### src/rtl/spi_controller.sv
// spi_controller: quad-SPI register access master framing command, address, mask/dummy and data nibbles.
module spi_controller #(
  parameter int RF_AWIDTH = 8,
  parameter int RF_WIDTH  = 32,
  parameter int CLK_DIV   = 2,
  parameter int DUMMY     = 2
) (
  input  logic                  clk,
  input  logic                  rst,
  input  logic                  req_valid,
  output logic                  req_ready,
  input  logic                  req_we,
  input  logic [RF_AWIDTH-1:0]  req_addr,
  input  logic [RF_WIDTH-1:0]   req_wdata,
  input  logic [RF_WIDTH/8-1:0] req_wmask,
  output logic                  rsp_valid,
  output logic [RF_WIDTH-1:0]   rsp_rdata,
  output logic                  CS_N,
  output logic                  SCK,
  output logic [3:0]            COPI,
  input  logic [3:0]            CIPO
);
  localparam int AN    = RF_AWIDTH / 4;
  localparam int DN    = RF_WIDTH / 4;
  localparam int MN    = (RF_WIDTH + 31) / 32;
  localparam int MW    = MN * 4;
  localparam int WN    = 1 + AN + MN + DN;
  localparam int RN    = 1 + AN + DUMMY + DN;
  localparam int NMAX  = WN > RN ? WN : RN;
  localparam int TXW   = 4 * NMAX;
  localparam int RSKIP = 1 + AN + DUMMY;
  localparam int CW    = $clog2(CLK_DIV + 1);
  localparam int EW    = $clog2(NMAX + 1);

  typedef enum logic [2:0] {IDLE, SETUP, SHIFT, HOLD, GAP} state_t;

  state_t              state;
  logic                we;
  logic [TXW-1:0]      tx;
  logic [RF_WIDTH-1:0] rx;
  logic [CW-1:0]       cnt;
  logic [EW-1:0]       edges;
  logic                tick;
  logic                last;
  logic [TXW-1:0]      wload;
  logic [TXW-1:0]      rload;

  // Nibbles after the command, left-aligned; zero padding supplies dummy, read-data and trailing nibbles.
  assign wload     = {req_addr, MW'(req_wmask), req_wdata, {(TXW - 4 * (WN - 1)){1'b0}}};
  assign rload     = {req_addr, {(TXW - RF_AWIDTH){1'b0}}};
  assign tick      = cnt == CW'(CLK_DIV - 1);
  assign last      = edges == (we ? EW'(WN) : EW'(RN));
  assign req_ready = state == IDLE && !rst;

  always_ff @(posedge clk or posedge rst) begin
    if (rst) begin
      state     <= IDLE;
      CS_N      <= 1'b1;
      SCK       <= 1'b0;
      COPI      <= 4'h0;
      rsp_valid <= 1'b0;
      rsp_rdata <= '0;
      we        <= 1'b0;
      tx        <= '0;
      rx        <= '0;
      cnt       <= '0;
      edges     <= '0;
    end else begin
      rsp_valid <= 1'b0;
      case (state)
        IDLE: if (req_valid) begin
          we    <= req_we;
          tx    <= req_we ? wload : rload;
          CS_N  <= 1'b0;
          COPI  <= {3'b000, req_we};
          cnt   <= '0;
          edges <= '0;
          state <= SETUP;
        end
        SETUP: if (tick) begin
          cnt   <= '0;
          SCK   <= 1'b1;
          edges <= edges + 1'b1;
          state <= SHIFT;
        end else cnt <= cnt + 1'b1;
        SHIFT: if (tick) begin
          cnt <= '0;
          if (SCK) begin
            SCK  <= 1'b0;
            COPI <= tx[TXW-1 -: 4];
            tx   <= {tx[TXW-5:0], 4'h0};
            if (last) state <= HOLD;
          end else begin
            SCK   <= 1'b1;
            edges <= edges + 1'b1;
            if (!we && edges >= EW'(RSKIP)) rx <= {rx[RF_WIDTH-5:0], CIPO};
          end
        end else cnt <= cnt + 1'b1;
        HOLD: if (tick) begin
          cnt       <= '0;
          CS_N      <= 1'b1;
          COPI      <= 4'h0;
          rsp_valid <= 1'b1;
          if (!we) rsp_rdata <= rx;
          state     <= GAP;
        end else cnt <= cnt + 1'b1;
        GAP: if (tick) begin
          cnt   <= '0;
          state <= IDLE;
        end else cnt <= cnt + 1'b1;
        default: state <= IDLE;
      endcase
    end
  end
endmodule

### config.mk
export PLATFORM = sky130hd
export DESIGN_NAME = spi_controller
export DESIGN_NICKNAME = d
export VERILOG_FILES = /design/src/rtl/spi_controller.sv
export SDC_FILE = /design/constraint.sdc
export NUM_CORES = 1
export LEC_CHECK = 0
export ABC_CLOCK_PERIOD_IN_PS = 3800
export CORE_ASPECT_RATIO = 1.25
export CORE_MARGIN = 1
export CORE_UTILIZATION = 45
export CTS_CLUSTER_DIAMETER = 30
export DETAILED_ROUTE_END_ITERATION = 8
export GPL_TIMING_DRIVEN = 0
export PLACE_DENSITY = 0.84
export SKIP_CTS_REPAIR_TIMING = 1
export SYNTH_ARGS = -nofsm -noshare
export SYNTH_HDL_FRONTEND = slang
export SYNTH_SLANG_ARGS = --single-unit
### constraint.sdc
create_clock -name clk -period 3.8 [get_ports clk]
set_input_delay 0.76 -clock clk [delete_from_list [all_inputs] [get_ports clk]]
set_output_delay 0.76 -clock clk [all_outputs]
set_load 0.05 [all_outputs]
### After elaboration in Yosys (flattened, before gate mapping)

Index checks and enable logic that the tools add are counted.

| word-level totals | value |
|---|---|
| memories kept | 0 |
| bits in writable memories | 0 |
| output and inout port bits | 40 |
| input bits | 52 |
| bits in read-only memories | 0 |
| register bits | 133 |
| latch bits | 0 |

| operators by class | value |
|---|---|
| $mul | 0 |
| muxes and demuxes | 35 |
| bitwise logic cells | 2 |
| divide/modulo/power cells | 0 |
| order comparisons | 1 |
| equality and inequality tests | 14 |
| reduce and logical (&&, ||, !) cells | 22 |
| add/sub/neg operators | 2 |
| shifts and indexed selects | 0 |

Operators by type and width:

| kind | count |
|---|---|
| $mux W52 | 3 |
| $pmux W52 S2 | 1 |
| $mux W44 | 1 |
| $mux W4 | 8 |
| $pmux W4 S3 | 2 |
| $mux W3 | 7 |
| $ne A2 B2 Y1 const B | 8 |
| $pmux W3 S5 | 1 |
| $reduce_and A5 Y1 | 2 |
| $reduce_and A3 Y1 | 3 |
| $reduce_and A4 Y1 | 2 |
| $reduce_bool A2 Y1 | 4 |
| $mux W1 | 7 |
| $reduce_and A7 Y1 | 1 |
| $eq A3 B2 Y1 const B | 2 |
| $reduce_bool A3 Y1 | 2 |
| $add A4 B1 Y4 const B | 1 |
| $eq A4 B4 Y1 | 1 |
| $ge A4 B3 Y1 const B | 1 |
| $mux W2 | 2 |
| $pmux W1 S2 | 2 |
| $pmux W2 S2 | 1 |
| $reduce_and A2 Y1 | 2 |
| $reduce_or A4 Y1 | 1 |
| 8 further kinds | 11 |

### Depth between registers and ports, before layout

Gate-level depths: netlist of the first run.

| logic depth | value |
|---|---|
| word-level depth | 6 |
| depth in mapped cells | 7 |

### Least setup slack after synthesis of the first run

No wires, ideal clock.

| timing | value |
|---|---|
| kind | reg2out |
| start point | register state[1] |
| end point | output req_ready |
| data arrival time | 2.466 ns |
| slack | 0.574 ns |
| cell stages (with the launch flop) | 5 |
| cell sequence | dfrtp_1 -> buf_2 -> clkbuf_1 -> clkbuf_1 -> nor4_1 |

| between the ends | value |
|---|---|
| cells in the longest elaborated chain, start to end | 2 |

RTL lines:

| item | line | text |
|---|---|---|
| from (decl) | 37 | `state_t state;` |
| from (signal assigned) | 57 | `state <= IDLE;` |
| from (signal assigned) | 78 | `state <= SETUP;` |
| from (signal assigned) | 84 | `state <= SHIFT;` |
| $logic_not A3 Y1 | 53 | `assign req_ready = state == IDLE && !rst;` |
| $logic_and A1 B1 Y1 | 53 |  |
| to (decl) | 11 | `output logic req_ready,` |

No other way between the ends.

### Worst setup path after layout of the first run

Ends and elaborated chain as after synthesis.

==> impl_metrics.py, run 1 <==
metrics = {
    "run_status": {
        "outcome": "completed",
    },
    "sta": {
        "tns_ps": 0,
        "drv_slew": 0,
        "min_period_over_period": 0.955,
        "finalHoldViolCount": 0,
        "finClkSkew_ps": 18.6,
        "tightestPinTransition_ps": 711,
        "max_freq_mhz": 275,
        "finalSetupViolations": 0,
        "relSlewSlack": 0.526,
        "rsz0062_at_grt": "false",
        "fin_crit_ps": 3630,
    },
    "setup_path": {
        "r2r_end": "rx[12]$_DFFE_PP0P_",
        "crit_required_ps": 3040,
        "worstRegToRegCells": 6,
        "start_kind": "flip-flop",
        "crit_family": "buffers and inverters",
        "r2r_setup_slack_ps": 1580,
        "worstPathArrival_ps": 2870,
        "crit_fanout": 10,
        "cp_cell_sequence": "buf_2, clkbuf_1, clkbuf_1, nor4_1, clkdlybuf4s50_1",
        "slowest_delay_ps": 870,
        "slowest_stage": "clkdlybuf4s50_1",
        "cp.buffers_inverters": 4,
        "path_common_cell": "clkbuf_1",
        "path_class": "reg2out",
        "cp-end-kind": "primary output",
        "r2r_start": "state[2]$_DFFE_PP0P_",
    },
    "yosys": {
        "synth-edff-count": 0,
        "synth-main-ff-cell": "dfrtp_1",
        "syn_area_per_cell_sq_um": 12.3,
        "synthDistinctLibCells": 44,
        "synth-async-reset-ratio": 1.00,
        "syn_nets": 497,
        "yosys_warnings": 0,
        "synth-seq-cells": 125,
        "synthCells": 442,
        "ys_seq_area_frac": 0.578,
        "synth_area_sq_mm": 0.00542,
    },
    "routing": {
        "wl_per_cell_um": 16.7,
        "dr_wl_met2_um": 6380,
        "wl_met1_um": 4910,
        "antenna_left": 0,
        "drtIter0Drc": 238,
        "routed-wl-met3_um": 752,
        "highest_layer": "met4",
        "vias": 3909,
        "dr.pass1.iters": 5,
        "routed_wirelength_um": 12200,
        "drc": 0,
        "viasPerCell": 5.38,
    },
    "min_path": {
        "whs_endpoint": "rsp_rdata[28]$_DFFE_PP0P_",
        "whs_path_depth": 1,
        "hold_class": "reg2reg",
        "min-delay-start": "rx[28]$_DFFE_PP0P_",
    },
    "global_routing": {
        "grt_pass1_vias": 4037,
        "grt_pass1_wl_um": 19800,
        "gr-usage-all-layers": 0.205,
        "grt_max_degree": 45,
        "grt-ovfl-total": 0,
        "antenna_found_initial": 0,
    },
    "placement": {
        "port_buffers": 91,
        "place_inst": 697,
        "gp_congestion": 0.843,
        "dp_hpwl_um": 8450,
    },
    "floorplan": {
        "die_width_um": 100,
        "num_rows": 44,
        "pin_count": 92,
        "dieArea_sq_mm": 0.0125,
        "start_util": 0.464,
        "die_h_um": 125,
        "core_sq_mm": 0.0117,
    },
    "clock_network": {
        "htreeDepth": 4,
        "worstSkewPairLatency_ps": 420,
        "clkTransAtPathRegs_ps": 50,
        "numCtsBuffers": 17,
        "clockRootBuffer": "clkbuf_16",
        "clock-sinks": 125,
        "clk_path_buf_depth": 2,
        "tritoncts": "yes",
    },
    "final_layout": {
        "area_delta_synth_final_pct": 32.6,
        "finalNetCount": 610,
        "post-route-util": 0.615,
        "layout-drive-gt1-share": 0.209,
        "diodes": 0,
        "layoutNonFillerInstCount": 726,
    },
    "job": {
        "drv_cap": 0,
    },
    "power_and_ir_drop": {
        "p_per_area_mw_per_mm2": 758,
        "leakage_nw": 3.27,
        "ir_drop_mv": 0.376,
    },
}
-- flip-flops by register name, indices dropped and copies added (netlist names) --
register	flops
COPI	4
we	1
edges	4
SCK	1
rx	32
tx	44
rsp_valid	1
CS_N	1
cnt	2
state	3
rsp_rdata	32
-- power breakdown --
group / total [mW] / leakage, nW / switching [mW] / internal, mW
clock network: 1.60 / 0.297 / 0.541 / 1.06
registers: 1.98 / 1.61 / 0.253 / 1.73
logic: 1.87 / 1.36 / 1.12 / 0.749
total: 5.44 / 3.27 / 1.91 / 3.53
-- layer usage --
| layer | vias to the layer above | track usage |
|---|---|---|
| li1 | 1805 | - |
| met1 | 1946 | 0.245 |
| met2 | 147 | 0.352 |
| met3 | 11 | 0.0668 |
| met4 | 0 | 0.0597 |
| met5 | - | 0 |
-- cells in the mapped netlist (2+ instances only) --
master | count | area, sq um
nor3_1 | 3 | 15.0
a22oi_1 | 31 | 233
dfrtp_1 | 124 | 3100
mux2_2 | 37 | 417
nand2_1 | 6 | 22.5
and3_1 | 3 | 18.8
buf_4 | 3 | 22.5
xnor2_1 | 2 | 17.5
or3_1 | 2 | 12.5
nand4bb_1 | 2 | 22.5
nand3_1 | 7 | 35.0
ha_1 | 3 | 37.5
clkbuf_1 | 15 | 56.3
buf_2 | 8 | 40.0
inv_1 | 9 | 33.8
nor2_1 | 46 | 173
buf_1 | 3 | 11.3
nand2b_1 | 3 | 18.8
or4_1 | 2 | 15.0
o21ai_0 | 16 | 80.1
buf_6 | 3 | 33.8
a21oi_1 | 51 | 255
mux2_4 | 30 | 450
o31ai_1 | 2 | 15.0
nor2b_1 | 5 | 31.3
mux2i_1 | 8 | 80.1
-- through the flow --
step | total power, mW | worst slack, ps | hold WS (ps) | instance area (sq um)
2_1_floorplan | 3.28 | 574 | 475 | 5420
3_3_place_gp | 3.75 | 463 | 488 | 6530
3_5_place_dp | 3.85 | 636 | 493 | 6590
4_1_cts | 5.47 | 163 | 509 | 7180
5_1_grt | 5.73 | 93.1 | 522 | 7180
6_report | 5.44 | 169 | 500 | 7180
-- worst max-delay path by stage --
stage	depth (start not counted)	start	end	slack, ps
final	5	state[1]$_DFFE_PP0P_	req_ready	170
after global routing	5	state[1]$_DFFE_PP0P_	req_ready	90
after CTS	5	state[1]$_DFFE_PP0P_	req_ready	160
after detailed placement	5	state[1]$_DFFE_PP0P_	req_ready	640
after global placement	2	rst	rsp_rdata[30]$_DFFE_PP0P_	460
after floorplan	4	state[1]$_DFFE_PP0P_	req_ready	570
-- placed cells by master, fill, tap and decap left out, types with 2 or more instances in the layout --
cell and count:
dfrtp_1 124, clkdlybuf4s50_1 91, a21oi_1 51, nor2_1 46, mux2_2 37, a22oi_1 31
mux2_4 30, clkbuf_16 17, o21ai_0 16, clkbuf_1 15, inv_1 8, buf_2 8
mux2i_1 8, nand3_1 7, nand2_1 6, clkbuf_8 6, nor2b_1 5, buf_6 3
buf_1 3, nor3_1 3, nand2b_1 3, and3_1 3, buf_4 3, ha_1 3
clkinv_2 3, buf_12 3, or4_1 2, xnor2_1 2, nand4bb_1 2, o31ai_1 2
or3_1 2, bufinv_16 2
-- kinds of logic after synthesis --
group,synth area share
xor gates and xnor gates,0.00324
DFF,0.578
and+or+nand+nor,0.0783
muxes,0.177
adders and majority gates,0.00693
AOI/OAI and AO/OA,0.120
buffers and inverters,0.0365
-- cell type report --
type	count	area, sq um
Fill cell	909	4490
Sequential cell	125	3130
Multi-Input combinational cell	276	2090
Timing Repair Buffer	94	971
Clock buffer	23	508
Tap cell	161	201
Buffer	32	164
Clock inverter	6	83.8
Inverter	9	37.5
Power figures use the tool's default switching activity.
==> inputs of run 2 (changes only) <==
--- a/config.mk
+++ b/config.mk
@@ -14,6 +14,7 @@
 export GPL_TIMING_DRIVEN = 0
 export PLACE_DENSITY = 0.84
 export SKIP_CTS_REPAIR_TIMING = 1
+export SLEW_MARGIN = 10
 export SYNTH_ARGS = -nofsm -noshare
 export SYNTH_HDL_FRONTEND = slang
 export SYNTH_SLANG_ARGS = --single-unit
==> impl_metrics.py, run 2 (same netlist as run 1, synthesis figures left out) <==
metrics = {
    "sta": {
        "rsz0062_at_grt": "false",
        "fin_crit_ps": 3600,
        "max_freq_mhz": 278,
        "finalSetupViolations": 0,
        "min_period_over_period": 0.946,
        "tns_ps": 0,
        "hold_slack_ps": 505,
        "finalWorstSetupSlack_ps": 205,
        "finalHoldViolCount": 0,
        "finClkSkew_ps": 6.36,
        "drv_slew": 0,
        "relSlewSlack": 0.529,
        "tightestPinTransition_ps": 706,
    },
    "floorplan": {
        "pin_count": 92,
        "die_h_um": 125,
        "core_sq_mm": 0.0117,
        "die_width_um": 100,
        "start_util": 0.464,
        "num_rows": 44,
        "dieArea_sq_mm": 0.0125,
    },
    "placement": {
        "place_inst": 698,
        "pre_cts_slack_ps": 644,
        "place_area_sq_mm": 0.00662,
        "dp_hpwl_um": 8610,
        "port_buffers": 91,
        "gp_congestion": 0.843,
    },
    "min_path": {
        "min-delay-start": "rx[28]$_DFFE_PP0P_",
        "hold_class": "reg2reg",
        "whs_endpoint": "rsp_rdata[28]$_DFFE_PP0P_",
        "whs_path_depth": 1,
    },
    "final_layout": {
        "reg_top3": "tx x44, rsp_rdata x32, rx x32",
        "diodes": 0,
        "top_register": "tx",
        "area_delta_synth_final_pct": 33.1,
        "finalInstanceArea_sq_mm": 0.00721,
        "largest_register_ffs": 44,
        "post-route-util": 0.617,
        "layout_commonest_cell": "dfrtp_1",
        "layout-drive-gt1-share": 0.213,
        "layoutNonFillerInstCount": 730,
        "layout_common_cells": "124 x dfrtp_1, 91 x clkdlybuf4s50_1, 51 x a21oi_1, 46 x nor2_1, 37 x mux2_2",
        "finalNetCount": 611,
    },
    "power_and_ir_drop": {
        "leakage_nw": 3.27,
        "p_total_mw": 5.43,
        "switchingPower_mw": 1.94,
        "clkPwrFrac": 0.293,
        "seqPwrFrac": 0.363,
        "internal-power_mw": 3.49,
        "swShare": 0.358,
        "p_per_area_mw_per_mm2": 754,
        "comb_power_share": 0.344,
        "ir_drop_mv": 0.361,
    },
    "routing": {
        "vias": 3919,
        "dr.pass1.iters": 4,
        "wl_per_cell_um": 16.7,
        "routed_wirelength_um": 12200,
        "viasPerCell": 5.37,
        "antenna_left": 0,
        "drtIter0Drc": 155,
        "drc": 0,
    },
    "global_routing": {
        "grt-ovfl-total": 0,
        "grt_pass1_wl_um": 19900,
        "grt_max_degree": 34,
        "antenna_found_initial": 0,
        "grt_pass1_vias": 4081,
        "gr-usage-all-layers": 0.207,
    },
    "job": {
        "drv_cap": 0,
    },
    "setup_path": {
        "crit_required_ps": 3040,
        "start_kind": "flip-flop",
        "cp.buffers_inverters": 4,
        "worstPathArrival_ps": 2840,
        "crit_family": "buffers and inverters",
        "crit_fanout": 10,
        "r2r_end": "rx[12]$_DFFE_PP0P_",
        "r2r_setup_slack_ps": 1640,
        "r2r_start": "state[2]$_DFFE_PP0P_",
        "path_common_cell": "clkbuf_1",
        "slowest_delay_ps": 870,
        "cp_cell_sequence": "buf_2, clkbuf_1, clkbuf_1, nor4_1, clkdlybuf4s50_1",
        "cp-end-kind": "primary output",
        "path_class": "reg2out",
        "slowest_stage": "clkdlybuf4s50_1",
        "worstRegToRegCells": 6,
    },
    "clock_network": {
        "tritoncts": "yes",
        "clock-sinks": 125,
        "numCtsBuffers": 17,
        "htreeDepth": 4,
        "clkTransAtPathRegs_ps": 50,
        "clockRootBuffer": "clkbuf_16",
        "clk_path_buf_depth": 2,
        "worstSkewPairLatency_ps": 420,
    },
    "run_status": {
        "outcome": "completed",
    },
}
-- run 2: cell types whose count changed in the layout (fill, tap and decap cells not counted) --
cell,delta
clkbuf_8,-3
clkinv_2,+2
clkinvlp_4,+3
buf_16,+1
clkbuf_1,+1
-- run 2: per-layer routing --
metal  vias to the layer above  wire, um  GRT usage
met5                         -         0          0
met4                         0       131     0.0622
met3                        18       738     0.0718
met2                       136      6400      0.355
met1                      1964      4910      0.241
li1                       1801         -          -
-- run 2: layout make-up --
class | instances | area [sq um]
timing repair buffer | 95 | 998
sequential | 125 | 3130
inverter | 9 | 37.5
buffer | 32 | 164
fill | 933 | 4470
clock inverter | 11 | 116
tap | 161 | 201
multi-input combinational | 276 | 2090
clock buffer | 21 | 470
-- run 2: worst max path at each step --
stage,depth (start not counted),from,slack (ps),end
CTS,5,state[1]$_DFFE_PP0P_,180,req_ready
floorplan,4,state[1]$_DFFE_PP0P_,570,req_ready
global route,5,state[1]$_DFFE_PP0P_,100,req_ready
finish,5,state[1]$_DFFE_PP0P_,200,req_ready
detailed placement,5,state[1]$_DFFE_PP0P_,640,req_ready
global placement,2,rst,460,rsp_rdata[30]$_DFFE_PP0P_
-- run 2: power groups by stage --
stage,sequential (mW),combinational (mW),clock (mW)
floorplan,2.17,1.12,0
global placement,1.96,1.78,0
detailed placement,1.99,1.86,0
CTS,1.97,1.87,1.61
global route,2.02,2.04,1.67
finish,1.97,1.87,1.59
